**src/rtl/amiq_fifo_read_packer.sv**
```systemverilog
// rtl/amiq_fifo_read_packer.sv - packs RATIO consecutive FIFO read words into one wide valid/ready word
// Optional partial-word flush (flush/out_count ports) enabled by `define AMIQ_FIFO_READ_PACKER_FLUSH_EN.
module amiq_fifo_read_packer #(
   parameter int M     = 8,
   parameter int RATIO = 4
) (
   input  logic                       clk,
   input  logic                       rst,
   input  logic                       empty,
   output logic                       rd_en,
   input  logic [M-1:0]               rd_data,
   output logic                       out_valid,
   input  logic                       out_ready,
`ifdef AMIQ_FIFO_READ_PACKER_FLUSH_EN
   input  logic                       flush,
   output logic [$clog2(RATIO+1)-1:0] out_count,
`endif
   output logic [M*RATIO-1:0]         out_data
);

   localparam int CW = $clog2(RATIO+1);
   localparam logic [CW-1:0] FULL = CW'(RATIO);

   logic [CW-1:0]      issued;
   logic [CW-1:0]      captured;
   logic               in_flight;
   logic [M*RATIO-1:0] acc;
   logic               issue_ok;
   logic               fire;
   logic               transfer;

`ifdef AMIQ_FIFO_READ_PACKER_FLUSH_EN
   // A flush waits for the last in-flight word so the partial word is complete.
   assign issue_ok = !flush;
   assign fire     = (captured == FULL) || (flush && !in_flight && (captured != '0));
`else
   assign issue_ok = 1'b1;
   assign fire     = (captured == FULL);
`endif

   assign rd_en    = !empty && (issued < FULL) && issue_ok && !rst;
   assign transfer = fire && (!out_valid || out_ready);

   always_ff @(posedge clk or posedge rst) begin
      if (rst) begin
         issued    <= '0;
         captured  <= '0;
         in_flight <= 1'b0;
         acc       <= '0;
         out_valid <= 1'b0;
         out_data  <= '0;
`ifdef AMIQ_FIFO_READ_PACKER_FLUSH_EN
         out_count <= '0;
`endif
      end else begin
         in_flight <= rd_en;
         if (transfer) begin
            // issued==captured here and no read is outstanding, so nothing is lost.
            issued    <= '0;
            captured  <= '0;
            acc       <= '0;
            out_data  <= acc;
            out_valid <= 1'b1;
`ifdef AMIQ_FIFO_READ_PACKER_FLUSH_EN
            out_count <= captured;
`endif
         end else begin
            if (rd_en) begin
               issued <= issued + 1'b1;
            end
            if (in_flight) begin
               for (int i = 0; i < RATIO; i++) begin
                  if (captured == CW'(i)) begin
                     acc[i*M +: M] <= rd_data;
                  end
               end
               captured <= captured + 1'b1;
            end
            if (out_valid && out_ready) begin
               out_valid <= 1'b0;
            end
         end
      end
   end

endmodule

```
**config.mk**
```make
export PLATFORM = sky130hd
export DESIGN_NAME = amiq_fifo_read_packer
export DESIGN_NICKNAME = d
export VERILOG_FILES = /design/src/rtl/amiq_fifo_read_packer.sv
export SDC_FILE = /design/constraint.sdc
export NUM_CORES = 1
export LEC_CHECK = 0
export ABC_AREA = 0
export CORE_ASPECT_RATIO = 1.1
export CORE_MARGIN = 5
export CORE_UTILIZATION = 35
export DETAILED_ROUTE_END_ITERATION = 8
export SYNTH_ARGS = -nofsm -noshare
export SYNTH_HDL_FRONTEND = slang
export SYNTH_SLANG_ARGS = --single-unit
```
**constraint.sdc**
```tcl
create_clock -name clk -period 2.25 [get_ports clk]
set_input_delay 0.45 -clock clk [delete_from_list [all_inputs] [get_ports clk]]
set_output_delay 0.45 -clock clk [all_outputs]
set_load 0.05 [all_outputs]
```
# == After elaboration in Yosys (flattened, before gate mapping) ==
# Index checks and enable logic that the tools add are counted.
# classes
addsub,2
reduce_logical,20
muxes,12
n_eq_ne,4
n_lt_le_gt_ge,1
# ops
cell,count
32-bit two-way mux,2
8-bit two-way mux,4
2-bit nonzero test,7
3-bit two-way mux,4
2-bit AND reduction,4
3-bit by 1-bit adder with 3-bit output (second input constant),2
3-bit by 2-bit equality test with 1-bit output (second input constant),2
1-bit logical AND,4
3-bit by 1-bit equality test with 1-bit output (second input constant),1
3-bit equality test (second input constant),1
1-bit zero test,3
3-bit zero test,1
3-bit < comparator (second input constant),1
1-bit two-way mux,2
1-bit logical OR,1
# totals
out_inout_bits,34
input_bits,12
reg_bits,72

# == Depth between registers and ports, before layout ==
# Gate-level depths: netlist (run 1).
# logic_depth
depth_word,5
mapped_depth,7
mapped_depth_nobuf,5

# == Least setup slack after synthesis (run 1) ==
# OpenSTA, ideal clock, no wires.
# synth_timing
path_type,input-to-reg
startpoint,input empty
endpoint,register issued[1]
required_ns,2.131
setup_ns,0.119
path_slack_ns,0.022
stages,3
t_arrival_ns,2.109
path_cell_list,nor3_1 -> mux2i_1 -> nor2_1
# synth_via
elab_chain_cells,4
# synth_lines
element,line_no,text
start: declaration,9,"input logic empty,"
1-bit zero test,41,assign rd_en = !empty && (issued < FULL) && issue_ok && !rst;
1-bit logical AND (2 in a row),41,
2-bit nonzero test (no source line),--,
end signal: assignment,69,issued <= issued + 1'b1;
end: declaration,24,logic [CW-1:0] issued;
# Every way passes these cells.
# A chain may end at the register's enable or synchronous reset.

# == Final worst setup path (run 1) ==
# layout_timing
startpoint,register out_valid
endpoint,output out_valid
# layout_rtl
element,line_no,text
start: declaration,12,"output logic out_valid,"
start signal: assignment,50,out_valid <= 1'b0;
start signal: assignment,63,out_valid <= 1'b1;
start signal: assignment,80,out_valid <= 1'b0;
# No word-level cell between the ends.

==> out/summary.md, run 1 <==
### Floorplanning
• 97.2 microns — die boundary width
• 106 microns — Die Height
• 46 — number of primary I/O pins
• 35.3% — initial standard-cell utilization of the core
• 35 — num rows
• 0.00828 sq mm — area of the placeable core
• 0.0103 sq mm — Die Outline Area

### Clock tree
• 9 — number of buffers created by CTS
• 2 — clock tree buffer depth
• 72 — clk sinks
• built — clock tree from TritonCTS
• 0 — Hold-fix buffers, CTS
• 350 ps — Skew-Pair Late Insertion Delay
• 3 — depth of the CTS H-tree
• 0 — quantity of gates resized following cts
• 70 ps — Reg clk slew, reported paths
• 0 — Post-CTS Repair Setup Buffers
• sky130_fd_sc_hd__clkbuf_8 — Root Buffer Master

### Worst setup path
• clkdlybuf4s50_1 — cells along the critical path
• 1 — number of buffers and inverters on the critical path
• register to output pin — critical path class
• sky130_fd_sc_hd__clkdlybuf4s50_1 — slowest cell on the critical path
• 3 — maximum fanout count along the critical path
• buffers and inverters — dominant delay contributor by cell family on the critical path
• 1580 ps — arrival time at the worst endpoint
• output pin — crit path capture type
• 1800 ps — worst path required time
• 830 ps — Max stage delay on crit path
• register — Critical Path Source Type

### Timing
• 613 ps — slew at the pin closest to its max-slew limit
• 0 — Setup-failing EPs final
• 0 — Final Hold Violating Endpoints
• 2030 ps — final critical-path required period
• 506 ps — hold slack
• 59.0% — worst max-slew margin expressed relative to the limit
• 90.1% — final period utilization
• 0 — number of max-slew violations in the final report
• 9.25 ps — post-route clock skew
• 0 ps — Total Neg Setup Slack
• 0.493 GHz — Peak Freq
• false — setup repair after global routing missed its margin

### Global routing
• 0 — number of antenna violations at the first check in global routing
• 73 — maximum number of pins on one net before global-route repair
• 1759 — via count of the first global-routing pass
• 9.13 mm — global-route wire length before repair
• 0 — total congestion overflow after global routing
• 11.4% — GRT Resource Usage Total

### Yosys
• 13.2 sq um — mean instance size in the synthesized netlist
• 0 — YS warnings
• 0.00292 sq mm — post-synthesis instance area
• 0 — number of enable-type register cells in the synthesized netlist
• 72 — FF+latch count, synth
• 61.6% — part of the Yosys area used for sequential elements
• sky130_fd_sc_hd__dfrtp_1 — dominant register cell in the synthesized netlist
• 100% — FFs w/ async S/R, synth
• 21 — number of distinct library cells after synthesis
• 240 — Synth Net Count
• 222 — instance count of the mapped netlist

### Power
• 5.30 mW — Design Power
• 1430 mW/mm^2 — power density of the placed cells
• 0.000560 V — highest ir drop seen on vdd
• 1.87 nW — static power due to leakage

### Drt
• 5.60 mm — total detailed-routing wirelength
• 14.5 microns — routed wire length per instance
• 1793 — total number of vias
• 4 — first drt pass iteration count
• 0 — residual DRC count
• 63 — number of DRC violations after detailed-routing iteration 0
• 0 — ANT nets after route
• 4.65 — routed vias/inst

### Finish
• 288 — Total Nets Final
• 0.00370 sq mm — Finished Cell Area
• sky130_fd_sc_hd__dfrtp_1 — most common cell after layout, fill and taps aside
• 19.3% — share of final-layout standard cells stronger than drive strength 1
• 0 — number of inserted diodes
• 386 — non-filler instance count after layout
• 773 — # fillers
• 26.4% — Area growth, synth to finish
• sky130_fd_sc_hd__dfrtp_1 (72), sky130_fd_sc_hd__clkdlybuf4s50_1 (44), sky130_fd_sc_hd__nor2_1 (31) — most used cells in the layout excluding fill and tap cells

### Place
• 45 — count of port buffers added during placement
• 3.70 mm — HPWL after detailed placement
• 370 — placed cell count
• 0.00350 sq mm — cell area after placement
• 0.712 — final estimated routing congestion in global placement

### Flow run
• 0 — max-cap violations

### Hold path
• register to register — type of the worst min-delay path

### Status
• completed — status

per-stage QoR:
stage | setup WS, ps | utilization, %
6_report | 223 | 44.7
2_1_floorplan | 22.0 | -
3_5_place_dp | 257 | 42.3
3_3_place_gp | 269 | 42.3
4_1_cts | 199 | 44.7
5_1_grt | 176 | 44.7
layout make-up:
cell class	instances	area (sq um)	area share (%)
clock inverter	5	56.3	1.52
inverter	6	26.3	0.711
tap	111	139	3.76
sequential	72	1800	48.7
clock buffer	11	141	3.83
timing repair buffer	50	523	14.2
multi-input combinational	131	1010	27.3
sequential cells by signal (all words and copies together), names as in the netlist:
name and flops:
acc 32, captured 3, in_flight 1, issued 3, out_data 32, out_valid 1
worst paths after layout:
kind / cells past startpoint / slack (ps) / from / endpoint
worst max-delay path: 1 / 220 / out_valid / out_valid
worst min-delay path: 1 / 510 / out_data[30] / out_data[30]
worst max register to register: 6 / 500 / captured[0] / out_data[8]
worst min register to register: 1 / 510 / out_data[30] / out_data[30]
max in group asynchronous: 3 / 1350 / rst / out_data[30]
min in group asynchronous: 3 / 580 / rst / out_data[23]
power by group:
group / switching (mW) / internal, mW
clock: 0.476 / 0.540
sequential: 0.270 / 1.76
combinational: 1.36 / 0.883
routing by layer:
metal	vias up	GRT usage [%]	part of all wire, %
met5	-	0	0
met4	0	6.92	2.8
met3	12	2.78	4.1
met2	33	17.2	48
met1	904	14.6	45
li1	844	-	-
kinds of logic after synthesis:
family / count (synthesis) / synth area share, %
flops: 72 / 61.6
mux: 58 / 21.2
simple gates: 53 / 7.57
buf+inv: 19 / 3.89
compound gates: 12 / 2.52
fa+ha+maj: 6 / 2.57
xor+xnor: 2 / 0.599
cells in the mapped netlist, types with 2 or more instances:
library cell               count  area share, %
sky130_fd_sc_hd__buf_6         3            1.2
sky130_fd_sc_hd__mux2_2       30             12
sky130_fd_sc_hd__dfrtp_1      72             62
sky130_fd_sc_hd__nand3b_1      3           0.77
sky130_fd_sc_hd__buf_2         4           0.68
sky130_fd_sc_hd__mux2_1        2           0.77
sky130_fd_sc_hd__buf_4         4            1.0
sky130_fd_sc_hd__xnor2_1       2           0.60
sky130_fd_sc_hd__ha_1          6            2.6
sky130_fd_sc_hd__inv_1         6           0.77
sky130_fd_sc_hd__nand3_1       8            1.4
sky130_fd_sc_hd__mux2i_1      26            8.9
sky130_fd_sc_hd__nor2_1       31            4.0
sky130_fd_sc_hd__nand2_1      10            1.3
sky130_fd_sc_hd__a21oi_1       9            1.5
No activity file was read; power rests on OpenSTA's default activity.
==> run 2, diff against run 1 <==
Settings changed: CORE_MARGIN 5 to 1.5.
==> run 2 against run 1 <==
  * Utilization increased by 2.0 points
  * Fmax up 0.58%
  * Worst hold slack lost 9.8 ps
  * Register-to-register slack improved by 40 ps
  * Highest routed layer unchanged
==> out/summary.md, run 2 (synthesized netlist as in run 1, its figures left out) <==
### Clock tree
• 80 ps — Reg clk slew, reported paths, about the same
• 2 — clock tree buffer depth, unchanged
• 0 — Post-CTS Repair Setup Buffers, unchanged
• 72 — clk sinks, unchanged
• sky130_fd_sc_hd__clkbuf_8 — Root Buffer Master
• 0 — Hold-fix buffers, CTS, unchanged
• 340 ps — Skew-Pair Late Insertion Delay, about the same
• built — clock tree from TritonCTS
• 3 — depth of the CTS H-tree, unchanged
• 9 — number of buffers created by CTS, unchanged
• 0 — quantity of gates resized following cts, unchanged

### Timing
• 0 — Setup-failing EPs final, unchanged
• 626 ps — slew at the pin closest to its max-slew limit, +13.1 ps
• 496 ps — hold slack, -9.83 ps
• 0.496 GHz — Peak Freq, +0.58%
• false — setup repair after global routing missed its margin
• 0 ps — Total Neg Setup Slack, unchanged
• 0 — number of max-slew violations in the final report, unchanged
• 89.6% — final period utilization, -0.52 points
• 2020 ps — final critical-path required period, -11.7 ps
• 0 — Final Hold Violating Endpoints, unchanged
• 58.1% — worst max-slew margin expressed relative to the limit, -0.88 points
• 7.73 ps — post-route clock skew, -1.52 ps

### Global routing
• 40 — maximum number of pins on one net before global-route repair, -45%
• 0 — number of antenna violations at the first check in global routing, unchanged
• 0 — total congestion overflow after global routing, unchanged
• 1813 — via count of the first global-routing pass, +3.1%
• 9.27 mm — global-route wire length before repair, +1.5%
• 13.5% — GRT Resource Usage Total, +2.1 points

### Drt
• 5.44 mm — total detailed-routing wirelength, -2.9%
• 105 — number of DRC violations after detailed-routing iteration 0, +67%
• 0 — ANT nets after route, unchanged
• 14.2 microns — routed wire length per instance, -2.4%
• 4.59 — routed vias/inst, -1.1%
• 4 — first drt pass iteration count, unchanged
• 1764 — total number of vias, -1.6%
• 0 — residual DRC count, unchanged

### Floorplanning
• 98.9 microns — Die Height, -6.6%
• 36.6% — initial standard-cell utilization of the core, +1.2 points
• 90.2 microns — die boundary width, -7.2%
• 34 — num rows, -2.9%
• 46 — number of primary I/O pins, unchanged
• 0.00800 sq mm — area of the placeable core, -3.4%
• 0.00891 sq mm — Die Outline Area, -13%

### Finish
• 27.7% — Area growth, synth to finish
• acc (32), out_data (32) — registers with the highest flip-flop counts
• sky130_fd_sc_hd__dfrtp_1 — most common cell after layout, fill and taps aside
• 798 — # fillers, +3.2%
• 289 — Total Nets Final, +0.35%
• 19.9% — share of final-layout standard cells stronger than drive strength 1, +0.65 points
• 0 — number of inserted diodes, unchanged
• sky130_fd_sc_hd__dfrtp_1 (72), sky130_fd_sc_hd__clkdlybuf4s50_1 (44), sky130_fd_sc_hd__nor2_1 (31) — most used cells in the layout excluding fill and tap cells
• 0.00180 sq mm — Seq. cell area, unchanged
• 0.00101 sq mm — area occupied by multi-input gates, unchanged

### Power
• 0.000475 V — highest ir drop seen on vdd, -15%
• 1.88 nW — static power due to leakage, +0.55%
• 1450 mW/mm^2 — power density of the placed cells, +1.0%

### Worst setup path
• 3 — maximum fanout count along the critical path, unchanged
• sky130_fd_sc_hd__clkdlybuf4s50_1 — slowest cell on the critical path
• 1570 ps — arrival time at the worst endpoint, about the same
• output pin — crit path capture type
• 1 — number of buffers and inverters on the critical path, unchanged
• register to output pin — critical path class
• clkdlybuf4s50_1 — cells along the critical path
• 820 ps — Max stage delay on crit path, about the same
• register — Critical Path Source Type
• buffers and inverters — dominant delay contributor by cell family on the critical path
• 1800 ps — worst path required time, about the same

### Place
• 45 — count of port buffers added during placement, unchanged
• 3.62 mm — HPWL after detailed placement, -2.3%
• 0.678 — final estimated routing congestion in global placement, -4.7%

### Status
• completed — status

### Flow run
• 0 — max-cap violations, unchanged

### Hold path
• register to register — type of the worst min-delay path

==> run 2: metrics by stage <==
stage,area (sq um),power [mW],setup slack (ps),util (%),instances
after floorplan,2930,3.67,22.0,-,222
after global placement,3510,4.32,324,43.9,368
after detailed placement,3510,4.36,302,43.9,368
after CTS,3730,5.48,214,46.7,384
after global routing,3730,5.74,182,46.7,384
final,3730,5.41,234,46.7,384
==> run 2: final cells by class <==
class / count / share of cell area (%)
sequential: 72 / 48.2
timing repair buffer: 51 / 14.5
inverter: 6 / 0.704
tap: 108 / 3.62
multi-input combinational: 131 / 27.0
clock buffer: 9 / 3.32
clock inverter: 7 / 2.58
==> run 2: final timing paths <==
kind,slack [ps],start,depth (start not counted),endpoint
max,230,out_valid,1,out_valid
min,500,out_data[13],1,out_data[13]
max reg2reg,540,captured[0],6,out_data[22]
min reg2reg,500,out_data[13],1,out_data[13]
max in group asynchronous,1190,rst,3,acc[15]
min in group asynchronous,520,rst,2,out_valid
==> run 2: layer usage <==
layer	GRT usage (%)	routed length (microns)	share of wire, %	vias up
met5	0	0	0	-
met4	5.86	82	1.5	0
met3	4.32	217	4.0	8
met2	21.0	2580	47	35
met1	17.3	2560	47	878
li1	-	-	-	843
==> run 2: power breakdown <==
| group | switching, mW | leakage (nW) | internal [mW] |
|---|---|---|---|
| registers | 0.264 | 0.976 | 1.76 |
| logic | 1.37 | 0.806 | 0.904 |
| clock network | 0.484 | 0.101 | 0.623 |
==> run 3, diff against run 2 <==
Settings changed: CORE_UTILIZATION 35 to 40.
==> run 3 against run 2 <==
  * Fmax fell by 0.69%
  * Cell count fell by 6.0%
  * Routed wire length rose by 0.37%
  * Worst setup slack got worse by 14 ps
  * Sequential power barely moved
  * Non-clock buffer count did not move
  * Utilization rose by 6.2 points
  * Global-route usage rose by 2.0 points
  * Register-to-register slack got worse by 20 ps
  * Clock skew rose by 4.0 ps
  * Largest power group unchanged
==> out/summary.md, run 3 (synthesized netlist as in run 1, its figures left out) <==
### Clock tree
• 0 — Post-CTS Repair Setup Buffers, unchanged
• built — clock tree from TritonCTS
• 0 — quantity of gates resized following cts, unchanged
• 340 ps — Skew-Pair Late Insertion Delay, about the same
• 72 — clk sinks, unchanged
• 0 — Hold-fix buffers, CTS, unchanged
• 3 — depth of the CTS H-tree, unchanged
• 9 — number of buffers created by CTS, unchanged
• 2 — clock tree buffer depth, unchanged
• sky130_fd_sc_hd__clkbuf_8 — Root Buffer Master
• 80 ps — Reg clk slew, reported paths, about the same

### Global routing
• 1750 — via count of the first global-routing pass, -3.5%
• met2 — most used routing layer
• 0 — total congestion overflow after global routing, unchanged
• 22.5% — met2 track demand over resource in global routing, +1.4 points
• 21.9% — global routing met1 resource utilization, +4.7 points
• 55 — maximum number of pins on one net before global-route repair, +38%
• 0 — number of antenna violations at the first check in global routing, unchanged
• 9.23 mm — global-route wire length before repair, -0.37%
• 3.03% — global-route track usage on met3, -1.3 points
• 15.4% — GRT Resource Usage Total, +2.0 points

### Floorplanning
• 32 — num rows, -5.9%
• 0.00783 sq mm — Die Outline Area, -12%
• 46 — number of primary I/O pins, unchanged
• 92.7 microns — Die Height, -6.3%
• 41.5% — initial standard-cell utilization of the core, +4.9 points
• 84.5 microns — die boundary width, -6.2%
• 0.00705 sq mm — area of the placeable core, -12%

### Power
• 36.6% — portion of total power attributed to sequential cells, -0.9 points
• 5.55 mW — Design Power, +2.6%
• 3.41 mW — internal power, +3.6%
• 22.2% — Clock power frac, +1.7 points
• 0.000650 V — highest ir drop seen on vdd, +37%
• 2.14 mW — total net switching power, +0.91%
• 1490 mW/mm^2 — power density of the placed cells, +2.7%
• 38.5% — fraction of power spent switching nets, -0.63 points
• 1.90 nW — static power due to leakage, +0.80%
• 41.1% — combinational share of power, -1.0 points

### Flow run
• 0 — max-cap violations, unchanged

### Timing
• 0 — number of max-slew violations in the final report, unchanged
• 495 ps — hold slack, -1.84 ps
• 11.7 ps — post-route clock skew, +4.00 ps
• 0 — Setup-failing EPs final, unchanged
• 2030 ps — final critical-path required period, +14.1 ps
• 220 ps — least setup slack across all paths after layout, -14.1 ps
• 0 ps — Total Neg Setup Slack, unchanged
• 0 — Final Hold Violating Endpoints, unchanged
• 0.493 GHz — Peak Freq, -0.69%
• 57.0% — worst max-slew margin expressed relative to the limit, -1.2 points
• 643 ps — slew at the pin closest to its max-slew limit, +17.4 ps
• 90.2% — final period utilization, +0.63 points
• false — setup repair after global routing missed its margin

### Finish
• 289 — Total Nets Final, unchanged
• 361 — non-filler instance count after layout, -6.0%
• 27.5% — Area growth, synth to finish
• 19.9% — share of final-layout standard cells stronger than drive strength 1, unchanged
• 52.9% — final core utilization, +6.2 points
• 0 — number of inserted diodes, unchanged
• sky130_fd_sc_hd__dfrtp_1 — most common cell after layout, fill and taps aside
• 0.00373 sq mm — Finished Cell Area, -0.17%
• acc (32), out_data (32) — registers with the highest flip-flop counts
• sky130_fd_sc_hd__dfrtp_1 (72), sky130_fd_sc_hd__clkdlybuf4s50_1 (44), sky130_fd_sc_hd__nor2_1 (31) — most used cells in the layout excluding fill and tap cells

### Worst setup path
• buffers and inverters — dominant delay contributor by cell family on the critical path
• 1 — number of buffers and inverters on the critical path, unchanged
• 3 — maximum fanout count along the critical path, unchanged
• output pin — crit path capture type
• sky130_fd_sc_hd__clkdlybuf4s50_1 — slowest cell on the critical path
• clkdlybuf4s50_1 — cells along the critical path
• 1800 ps — worst path required time, about the same
• register — Critical Path Source Type
• 830 ps — Max stage delay on crit path, about the same
• register to output pin — critical path class
• 1580 ps — arrival time at the worst endpoint, about the same

### Drt
• 0 — ANT nets after route, unchanged
• 75 — number of DRC violations after detailed-routing iteration 0, -29%
• 5.46 mm — total detailed-routing wirelength, +0.37%
• 1755 — total number of vias, -0.51%
• 4.86 — routed vias/inst, +5.8%
• 4 — first drt pass iteration count, unchanged
• 15.1 microns — routed wire length per instance, +6.8%
• 0 — residual DRC count, unchanged

### Place
• 3.52 mm — HPWL after detailed placement, -2.7%
• 0.00349 sq mm — cell area after placement, -0.82%
• 320 ps — setup slack after placement, +17.9 ps
• 45 — count of port buffers added during placement, unchanged
• 0.672 — final estimated routing congestion in global placement, -0.94%
• 345 — placed cell count, -6.3%

### Status
• completed — status

### Hold path
• register to register — type of the worst min-delay path

-- run 3: cell types whose count changed in the layout (fill, tap and decap cells not counted) --
cell / previous run / this run
sky130_fd_sc_hd__clkinv_4: 1 / 0
sky130_fd_sc_hd__clkinvlp_4: 4 / 3
sky130_fd_sc_hd__inv_6: 0 / 1
sky130_fd_sc_hd__bufinv_16: 2 / 3
-- run 3: final timing paths --
path	startpoint	end	slack, ps	cells past startpoint
min in group asynchronous	rst	out_data[7]	530	2
hold reg to reg	out_data[9]	out_data[9]	490	1
setup reg to reg	captured[0]	out_data[25]	520	6
setup / recovery	out_valid	out_valid	220	1
max in group asynchronous	rst	acc[10]	1120	3
hold / removal	out_data[9]	out_data[9]	490	1
-- run 3: power groups by stage --
stage	sequential (mW)	combinational, mW	clock (mW)
finish	2.03	2.28	1.23
global route	2.10	2.46	1.30
CTS	2.04	2.30	1.26
detailed placement	2.07	2.29	0
global placement	2.06	2.27	0
floorplan	2.75	0.926	0
-- run 3: metal layers --
layer | vias to the layer above | share of wire (%) | routed length, microns
met1 | 877 | 49 | 2690
met2 | 29 | 46 | 2520
met5 | - | 0 | 0
met4 | 0 | 1.4 | 76
li1 | 844 | - | -
met3 | 5 | 3.0 | 164
-- run 3: layout make-up --
type,count,area (sq um)
multi-input combinational,131,1010
fill,628,3320
clock inverter,7,119
inverter,6,26.3
clock buffer,9,124
tap,85,106
sequential,72,1800
timing repair buffer,51,543
==> RTL edit (flow settings as in run 2) <==
Reset style: synchronous (`rst`), changed in one clocked block.
--- a/src/rtl/amiq_fifo_read_packer.sv
+++ b/src/rtl/amiq_fifo_read_packer.sv
@@ -43,3 +43,3 @@
 
-   always_ff @(posedge clk or posedge rst) begin
+   always_ff @(posedge clk) begin
       if (rst) begin
Behaviour: differs if rst is asserted again (counterexample within 10 cycles, from zero or initial values and one cycle with rst high); with rst held inactive, the same outputs for 10 cycles.
==> RTL edit against run 2 <==
  * Die area fell by 6.1%
  * Setup slack improved by 0.065 ns
  * Clock skew rose by 0.0011 ns
  * Non-clock buffer count rose by 4
  * Sequential cell count did not move
  * First-iteration DRC count rose by 10%
  * Routed wire length rose by 12%
  * Final area fell by 4.9%
  * Final cell count rose by 17%
  * Maximum frequency rose by 3.3%
  * Area after synthesis fell by 6.2%
  * Highest routed layer unchanged
  * Register-to-register slack improved by 0.09 ns
Power is not compared: it rests on default switching activity, and its combinational part moved more than twofold at a synthesized area within 25%.
==> RTL edit: results (changes against run 2) <==
route:
  avgViaCountPerCell: 4.88  # +6.2%
  num_vias: 2196  # +24%
  wl_met2_um: 2670  # +3.6%
  drt_iter0_drc: 116  # +10%
  firstDrtPassIters: 5  # +1
  met3_wirelength_um: 220  # +1.4%
  wl_met1_um: 3130  # +22%
grt:
  grt.total_usage_pct: 16.2  # +2.8 points
  grt_pass1_wl_um: 10400  # +12%
  use_met2_pct: 25.4  # +4.4 points
  grt_pass1_vias: 2096  # +16%
synth:
  syn-num-nets: 320  # +33%
  synthTopCellsByCount: "dfxtp_1 (72), a21oi_1 (42), nand3_1 (40), o21ai_0 (32), nor2_1 (31)"
  synth_area_leaders: "dfxtp_1 (53%), mux2i_1 (9.5%), a21oi_1 (7.7%)"
  synth-async-reset-ratio_pct: 0  # -100 points
  synth_cell_type_count: 22  # +4.8%
sta:
  fin_skew_ns: 0.00882  # +0.00109 ns
  slew_headroom_pct: 58.0  # -0.11 points
  max_freq_mhz: 513  # +3.3%
worst_setup_path:
  r2r_setup_slack_ns: 0.63  # +0.09 ns
  startpoint: "out_valid"
  cp.arrival_ns: 1.50  # -0.07 ns
placed_design:
  dpl.cell_count: 434  # +18%
  globalplace.congestion: 0.785  # +16%
  hpwl_um: 4100  # +13%
  dpl-instance-area_um2: 3290  # -6.5%
cells_and_area:
  nets: 358  # +24%
outcome:
  status: "finished, final reports clean"
## RTL edit: cell type report
class,count,area (µm²)
Clock buffer,10,138
Sequential cell,72,1440
Inverter,3,11.3
Clock inverter,6,130
Tap cell,105,131
Timing Repair Buffer,55,548
Fill cell,756,3960
Multi-Input combinational cell,199,1150
## RTL edit: worst min path at each step
stage / start / to / slack [ns] / cells past startpoint
finish: acc[31] / acc[31] / 0.46 / 2
global route: acc[30] / acc[30] / 0.48 / 2
CTS: acc[29] / acc[29] / 0.46 / 2
detailed placement: acc[29] / acc[29] / 0.45 / 2
global placement: acc[26] / acc[26] / 0.44 / 2
floorplan: acc[24] / acc[24] / 0.44 / 2
## RTL edit: cells by family after synthesis
| kind of cell | count (synthesis) | synth area share, % |
|---|---|---|
| muxes | 26 | 9.49 |
| adders and majority gates | 6 | 2.74 |
| and+or+nand+nor | 89 | 14.8 |
| DFF | 72 | 52.6 |
| xor gates and xnor gates | 2 | 0.639 |
| AOI/OAI and AO/OA | 76 | 14.2 |
| buffers and inverters | 31 | 5.52 |
